--- config.mk ---
export PLATFORM = sky130hd
export DESIGN_NAME = hwpe_ctrl_uloop_driver
export DESIGN_NICKNAME = d
export VERILOG_FILES = /design/src/rtl/hwpe_ctrl_uloop_driver_pkg.sv /design/src/rtl/hwpe_ctrl_uloop_desc_fifo.sv /design/src/rtl/hwpe_ctrl_uloop_driver.sv
export SDC_FILE = /design/constraint.sdc
export NUM_CORES = 1
export LEC_CHECK = 0
export ABC_AREA = 1
export BUFFER_PORTS_ARGS = -buffer_cell sky130_fd_sc_hd__buf_2
export CELL_PAD_IN_SITES_DETAIL_PLACEMENT = 0
export CELL_PAD_IN_SITES_GLOBAL_PLACEMENT = 1
export CORE_UTILIZATION = 46
export CTS_BUF_LIST = sky130_fd_sc_hd__clkbuf_4 sky130_fd_sc_hd__clkbuf_8
export DETAILED_ROUTE_END_ITERATION = 7
export PLACE_DENSITY = 0.87
export SYNTH_ARGS = -nofsm -noshare
export SYNTH_HDL_FRONTEND = slang
export SYNTH_HIERARCHICAL = 1
export SYNTH_SLANG_ARGS = --single-unit
--- constraint.sdc ---
create_clock -name clk_i -period 20.8 [get_ports clk_i]
set_clock_uncertainty 0.2 [all_clocks]
set_input_delay 6.24 -clock clk_i [delete_from_list [all_inputs] [get_ports clk_i]]
set_output_delay 6.24 -clock clk_i [all_outputs]
set_load 0.01 [all_outputs]
--- src/rtl/hwpe_ctrl_uloop_driver_pkg.sv ---
// Shared types for the uloop driver: uloop ctrl/flags records, tile descriptor and driver FSM states.
package hwpe_ctrl_uloop_driver_pkg;

  localparam int unsigned ULOOP_NB_REG    = 4;
  localparam int unsigned ULOOP_NB_LOOPS  = 6;
  localparam int unsigned ULOOP_REG_WIDTH = 32;
  localparam int unsigned ULOOP_CNT_WIDTH = 16;

  typedef struct packed {
    logic enable;
    logic clear;
  } ctrl_uloop_t;

  typedef struct packed {
    logic                                              valid;
    logic                                              ready;
    logic                                              done;
    logic [ULOOP_NB_REG-1:0][ULOOP_REG_WIDTH-1:0]      offs;
    logic [ULOOP_NB_LOOPS-1:0][ULOOP_CNT_WIDTH-1:0]    idx;
  } flags_uloop_t;

  typedef struct packed {
    logic [ULOOP_NB_REG-1:0][ULOOP_REG_WIDTH-1:0]      offs;
    logic [ULOOP_NB_LOOPS-1:0][ULOOP_CNT_WIDTH-1:0]    idx;
    logic                                              last;
  } uloop_desc_t;

  typedef enum logic [2:0] {
    IDLE,
    CLR,
    FETCH,
    WAIT,
    HOLD,
    DRAIN
  } uloop_drv_state_t;

  function automatic uloop_desc_t desc_from_flags(flags_uloop_t f);
    uloop_desc_t d;
    d.offs = f.offs;
    d.idx  = f.idx;
    d.last = f.done;
    return d;
  endfunction

endpackage

--- src/rtl/hwpe_ctrl_uloop_desc_fifo.sv ---
// Two-entry descriptor buffer; push and pop may coincide at any occupancy, including full.
module hwpe_ctrl_uloop_desc_fifo
  import hwpe_ctrl_uloop_driver_pkg::*;
(
  input  logic        clk_i,
  input  logic        rst_ni,
  input  logic        clear_i,
  input  logic        push_i,
  input  uloop_desc_t desc_i,
  input  logic        pop_i,
  output uloop_desc_t desc_o,
  output logic [1:0]  count_o
);

  uloop_desc_t mem_q [2];
  logic        wr_ptr_q;
  logic        rd_ptr_q;
  logic [1:0]  count_q;
  logic        do_push;
  logic        do_pop;

  assign do_pop  = pop_i & (count_q != 2'd0);
  // When full, a push is only legal if the head leaves in the same cycle.
  assign do_push = push_i & ((count_q != 2'd2) | do_pop);

  always_ff @(posedge clk_i or negedge rst_ni) begin
    if (!rst_ni) begin
      wr_ptr_q <= 1'b0;
      rd_ptr_q <= 1'b0;
      count_q  <= 2'd0;
    end else if (clear_i) begin
      wr_ptr_q <= 1'b0;
      rd_ptr_q <= 1'b0;
      count_q  <= 2'd0;
    end else begin
      if (do_push) wr_ptr_q <= ~wr_ptr_q;
      if (do_pop)  rd_ptr_q <= ~rd_ptr_q;
      count_q <= count_q + {1'b0, do_push} - {1'b0, do_pop};
    end
  end

  always_ff @(posedge clk_i) begin
    if (do_push && !clear_i) mem_q[wr_ptr_q] <= desc_i;
  end

  assign desc_o  = mem_q[rd_ptr_q];
  assign count_o = count_q;

endmodule

--- src/rtl/hwpe_ctrl_uloop_driver.sv ---
// Drives a uloop instance iteration by iteration and forwards each iteration's flags as a tile descriptor.
module hwpe_ctrl_uloop_driver
  import hwpe_ctrl_uloop_driver_pkg::*;
#(
  parameter int unsigned NB_REG     = ULOOP_NB_REG,
  parameter int unsigned NB_LOOPS   = ULOOP_NB_LOOPS,
  parameter int unsigned REG_WIDTH  = ULOOP_REG_WIDTH,
  parameter int unsigned CNT_WIDTH  = ULOOP_CNT_WIDTH,
  parameter int unsigned SHADOWED   = 0,
  parameter int unsigned TCNT_WIDTH = 32
) (
  input  logic                          clk_i,
  input  logic                          rst_ni,
  input  logic                          clear_i,
  input  logic                          start_i,
  output logic                          busy_o,
  output logic                          done_o,
  output ctrl_uloop_t                   uloop_ctrl_o,
  input  flags_uloop_t                  uloop_flags_i,
  output logic                          desc_valid_o,
  input  logic                          desc_ready_i,
  output logic [NB_REG*REG_WIDTH-1:0]   desc_offs_o,
  output logic [NB_LOOPS*CNT_WIDTH-1:0] desc_idx_o,
  output logic                          desc_last_o,
  output logic [TCNT_WIDTH-1:0]         tile_cnt_o
);

  uloop_drv_state_t      state_q, state_d;
  logic                  push;
  logic                  pop;
  logic [1:0]            count;
  logic [1:0]            count_after_push;
  uloop_desc_t           head;
  logic                  done_d, done_q;
  logic [TCNT_WIDTH-1:0] tile_cnt_q;

  hwpe_ctrl_uloop_desc_fifo u_fifo (
    .clk_i   (clk_i),
    .rst_ni  (rst_ni),
    .clear_i (clear_i),
    .push_i  (push),
    .desc_i  (desc_from_flags(uloop_flags_i)),
    .pop_i   (pop),
    .desc_o  (head),
    .count_o (count)
  );

  assign desc_valid_o     = (count != 2'd0);
  assign pop              = desc_valid_o & desc_ready_i;
  assign count_after_push = count + 2'd1 - {1'b0, pop};

  always_comb begin
    state_d      = state_q;
    push         = 1'b0;
    done_d       = 1'b0;
    uloop_ctrl_o = '0;
    if (clear_i) begin
      state_d            = IDLE;
      uloop_ctrl_o.clear = (state_q != IDLE);
    end else begin
      unique case (state_q)
        IDLE:  if (start_i) state_d = CLR;
        CLR: begin
          uloop_ctrl_o.clear = 1'b1;
          state_d            = FETCH;
        end
        FETCH, WAIT: begin
          if (uloop_flags_i.valid) begin
            // Capture cycle: keep enable low so the uloop does not run past this iteration.
            push = 1'b1;
            if (uloop_flags_i.done)          state_d = DRAIN;
            else if (count_after_push < 2'd2) state_d = FETCH;
            else                              state_d = HOLD;
          end else if (state_q == FETCH) begin
            if (SHADOWED != 0) begin
              uloop_ctrl_o.enable = uloop_flags_i.ready;
              if (uloop_flags_i.ready) state_d = WAIT;
            end else begin
              uloop_ctrl_o.enable = ~uloop_flags_i.valid;
            end
          end
        end
        HOLD:  if (pop) state_d = FETCH;
        DRAIN: begin
          if (pop && head.last) begin
            done_d  = 1'b1;
            state_d = IDLE;
          end
        end
        default: state_d = IDLE;
      endcase
    end
  end

  always_ff @(posedge clk_i or negedge rst_ni) begin
    if (!rst_ni) begin
      state_q    <= IDLE;
      done_q     <= 1'b0;
      tile_cnt_q <= '0;
    end else begin
      state_q <= state_d;
      done_q  <= done_d;
      if (clear_i || state_q == CLR) tile_cnt_q <= '0;
      else if (pop)                  tile_cnt_q <= tile_cnt_q + TCNT_WIDTH'(1);
    end
  end

  assign busy_o      = (state_q != IDLE);
  assign done_o      = done_q;
  assign tile_cnt_o  = tile_cnt_q;
  // Buffer storage is not reset, so the payload is masked while nothing is valid.
  assign desc_offs_o = desc_valid_o ? head.offs : '0;
  assign desc_idx_o  = desc_valid_o ? head.idx  : '0;
  assign desc_last_o = desc_valid_o & head.last;

  a_flags_valid_when_fetching: assert property (@(posedge clk_i) disable iff (!rst_ni)
    uloop_flags_i.valid |-> (clear_i || state_q == FETCH || state_q == WAIT));

endmodule
==> summary.txt <==
CRITICAL PATH
--------------------------------------------------------------------------------
Slowest cell on the critical path                                   sky130_fd_sc_hd__inv_1
Critical Path End Type                                               output port
Data arrival time at the worst-slack endpoint                            7.73 ns
Capture instance of the worst register-to-register path             u_fifo/mem_q[1][181]
Worst Setup Start Kind                                                input port
Worst Setup Path Type                                                     in2out
Required time of the critical path                                      14.36 ns
Setup slack on the worst flop-to-flop path                              16.31 ns
Worst R2R Start                                                     u_fifo/count_o[0]
Critical path's largest stage delay                                      0.70 ns
Maximum fanout along the worst path                                           30
Sequence of cells on the critical path                              buf_2, inv_1, nand2_1, inv_1, a21oi_1, buf_2
FF-to-FF path depth                                                            9

TIMING
--------------------------------------------------------------------------------
Hold WS                                                                 0.335 ns
Transition at the pin with the smallest max-transition slack             1.33 ns
Min Clock Period, post-route                                            14.17 ns
Setup TNS                                                                   0 ns
Count of pins over their slew limit                                            0
Setup repair after global routing missed its margin                        false
Total setup violations reported at the end of the flow                         0
Slack of the critical path                                               6.63 ns
Highest Clock Rate                                                      70.6 MHz
Slew Limit Headroom                                                        11.5%
Fin. Hold Viols                                                                0
Final worst-path cycle share                                               68.1%

CLOCK TREE
--------------------------------------------------------------------------------
CTS clk-pin slew, worst paths                                            0.06 ns
Clock latency on the worst-skew pair                                     0.64 ns
TritonCTS clock tree                                                       built
Resize count post-CTS                                                          0
Deepest level of the CTS H-tree                                                3
Number of buffers on the longest clock path                                    3
Number of buffers inserted during clock tree synthesis                        82
Hold bufs inserted after CTS                                                   0
Root buffer selected by CTS                                         sky130_fd_sc_hd__clkbuf_8
Clock sink total                                                             490
Post-CTS setup buffer count                                                    0

POWER AND IR DROP
--------------------------------------------------------------------------------
PwrDens                                                              81.8 nW/µm²
Cell-internal power                                                    0.00157 W
Final Power                                                            0.00206 W
Power spent charging and discharging nets                             0.000492 W
Sw Share                                                                   23.8%
Peak supply drop                                                         78.0 µV
Share of total power in sequential cells                                   53.4%
Fraction of power consumed by the clock network                            38.3%
Leak                                                                     12.1 nW
Combinational fraction of design power                                      8.3%

FINISH
--------------------------------------------------------------------------------
Post-layout net count                                                       2806
Area growth from synthesis to layout                                       21.3%
Fraction of final layout cells sized beyond drive strength 1               24.5%

DIE
--------------------------------------------------------------------------------
DIE WIDTH                                                                 215 µm
Vertical extent of the die                                                215 µm
Placeable core area                                                    44400 µm²
Number of primary I/O pins                                                   494
Die Outline Area                                                       46100 µm²
Placement Rows                                                                77
Initial cell density of the core                                           46.8%

GRT
--------------------------------------------------------------------------------
Total Routing Usage GR                                                     22.1%
Vias in the first global route                                             14900
Global-route congestion overflow total                                         0
Maximum number of pins on one net before global-route repair                 144
Number of antenna violations at the first check in global routing             23
Global-route wire length before repair                                   79.0 mm

YOSYS
--------------------------------------------------------------------------------
Total number of yosys warnings                                                 6
Cell count after synthesis                                                  2062
Yosys top cell by area                                              sky130_fd_sc_hd__edfxtp_1
Synthesized Nets                                                            2297
Most area-consuming cells after synthesis                           sky130_fd_sc_hd__edfxtp_1 (65%), sky130_fd_sc_hd__nand2_1 (14%), sky130_fd_sc_hd__inv_1 (5.4%)
Top-area cell type share of the netlist area                               65.0%
Avg Cell Area, Syn                                                      10.1 µm²
Count of flip-flops with a built-in enable after synthesis                   450
Post-synthesis sequential element count                                      490
Ys async rst share                                                         8.16%
Area of the mapped netlist                                             20800 µm²
Top cells by instance count after synthesis                         sky130_fd_sc_hd__nand2_1 (795), sky130_fd_sc_hd__edfxtp_1 (450), sky130_fd_sc_hd__inv_1 (299)
Most frequent cell after synthesis                                  sky130_fd_sc_hd__nand2_1
Sequential area share after synthesis                                      69.8%
Cell variety after synth                                                      25
Most common flop cell mapped by yosys                               sky130_fd_sc_hd__edfxtp_1

RUN
--------------------------------------------------------------------------------
Count of max-cap constraint violations                                         0

ROUTING
--------------------------------------------------------------------------------
DRC violation total after the first TritonRoute iteration                   1032
Routed vias                                                                15300
Length of the first detailed-routing pass in iterations                        5
Wirelength per Cell                                                      15.8 µm
Routed WL                                                                51.1 mm
Post-route DRC violation count                                                 0
Number of vias per cell after detailed routing                              4.73
Antenna Nets Post-Route                                                        0

PLACED DESIGN
--------------------------------------------------------------------------------
Minimum setup slack after placement                                      6.63 ns
Final HPWL DP                                                            32.6 mm
Global placement routability congestion                                    0.858
# port buffers                                                               492

MIN PATH
--------------------------------------------------------------------------------
Min-delay worst type                                                     reg2reg
End point of the worst hold path                                          done_o
Startpoint of the tightest hold check path                            state_q[1]
Worst Hold Path Cells                                                          3

STATUS
--------------------------------------------------------------------------------
Status                                                              finished clean

-- worst max-delay path by stage --
stage / from / endpoint / slack (ns)
finish: clear_i / uloop_ctrl_o[0] / 6.63
detailed placement: clear_i / uloop_ctrl_o[0] / 6.63
CTS: clear_i / uloop_ctrl_o[0] / 6.62
global placement: clear_i / uloop_ctrl_o[0] / 6.62
floorplan: desc_ready_i / u_fifo/mem_q[1][0] / 3.78
global route: clear_i / uloop_ctrl_o[0] / 6.42
-- layer usage --
| metal | share of wire (%) | track usage (%) | wire length, µm | up-vias |
|---|---|---|---|---|
| met4 | 3.1 | 9.50 | 1610 | 18 |
| met2 | 51 | 37.6 | 25900 | 476 |
| li1 | - | - | - | 7501 |
| met3 | 7.3 | 7.13 | 3740 | 116 |
| met5 | 0.21 | 0 | 108 | - |
| met1 | 39 | 25.6 | 19800 | 7165 |
-- critical path: cells and delay by family --
kind | cells | cell delay [ns]
buffers and inverters | 4 | 1.20
AOI/OAI and AO/OA | 1 | 0.09
and+or+nand+nor | 1 | 0.18
-- through the flow --
| stage | cells | instance area, µm² | util [%] |
|---|---|---|---|
| 2_1_floorplan | 2062 | 20800 | - |
| 3_5_place_dp | 3079 | 23700 | 53.4 |
| 6_report | 3233 | 25200 | 56.8 |
| 3_3_place_gp | 3079 | 23700 | 53.4 |
| 4_1_cts | 3217 | 25200 | 56.7 |
| 5_1_grt | 3229 | 25200 | 56.8 |
-- power by group through the flow --
stage               logic (W)  clock network [W]  registers [W]
floorplan           0.0000927                  0        0.00112
global placement     0.000170                  0        0.00112
detailed placement   0.000173                  0        0.00112
CTS                  0.000174           0.000813        0.00110
global route         0.000191           0.000851        0.00110
finish               0.000172           0.000789        0.00110
-- cells in the final DEF, fill, tap and decap left out, types with 15 or more instances in the layout --
cell,synthesis,layout
sky130_fd_sc_hd__nand4_1,15,15
sky130_fd_sc_hd__buf_2,45,492
sky130_fd_sc_hd__o21ai_0,18,18
sky130_fd_sc_hd__dfrtp_1,40,39
sky130_fd_sc_hd__inv_1,299,298
sky130_fd_sc_hd__edfxtp_1,450,450
sky130_fd_sc_hd__nand3_1,29,29
sky130_fd_sc_hd__nor2_1,292,291
sky130_fd_sc_hd__clkinv_1,0,18
sky130_fd_sc_hd__nand2_1,795,795
sky130_fd_sc_hd__diode_2,0,16
sky130_fd_sc_hd__clkbuf_4,0,23
sky130_fd_sc_hd__clkbuf_8,0,85
-- registers in the layout, summed over array words and instances (netlist names) --
signal           flops
done_o               1
state_q              3
tile_cnt_o          32
u_fifo/count_o       2
u_fifo/mem_q       450
u_fifo/rd_ptr_q      1
u_fifo/wr_ptr_q      1
-- cell type report --
class                           count  area, µm²
Fill cell                        3869      19200
Timing Repair Buffer              503       2540
Multi-Input combinational cell   1193       4750
Sequential cell                   490      14500
Tap cell                          592        741
Clock buffer                      108       1340
Inverter                          301       1140
Clock inverter                     30        146
Antenna cell                       16       40.0
-- cells by family after synthesis --
group | share of synthesized area [%]
flops | 69.8
fa+ha+maj | 0.180
buf+inv | 7.43
compound gates | 0.854
simple gates | 21.7
xor+xnor | 0.0421
(Power assumes the default switching activity.)
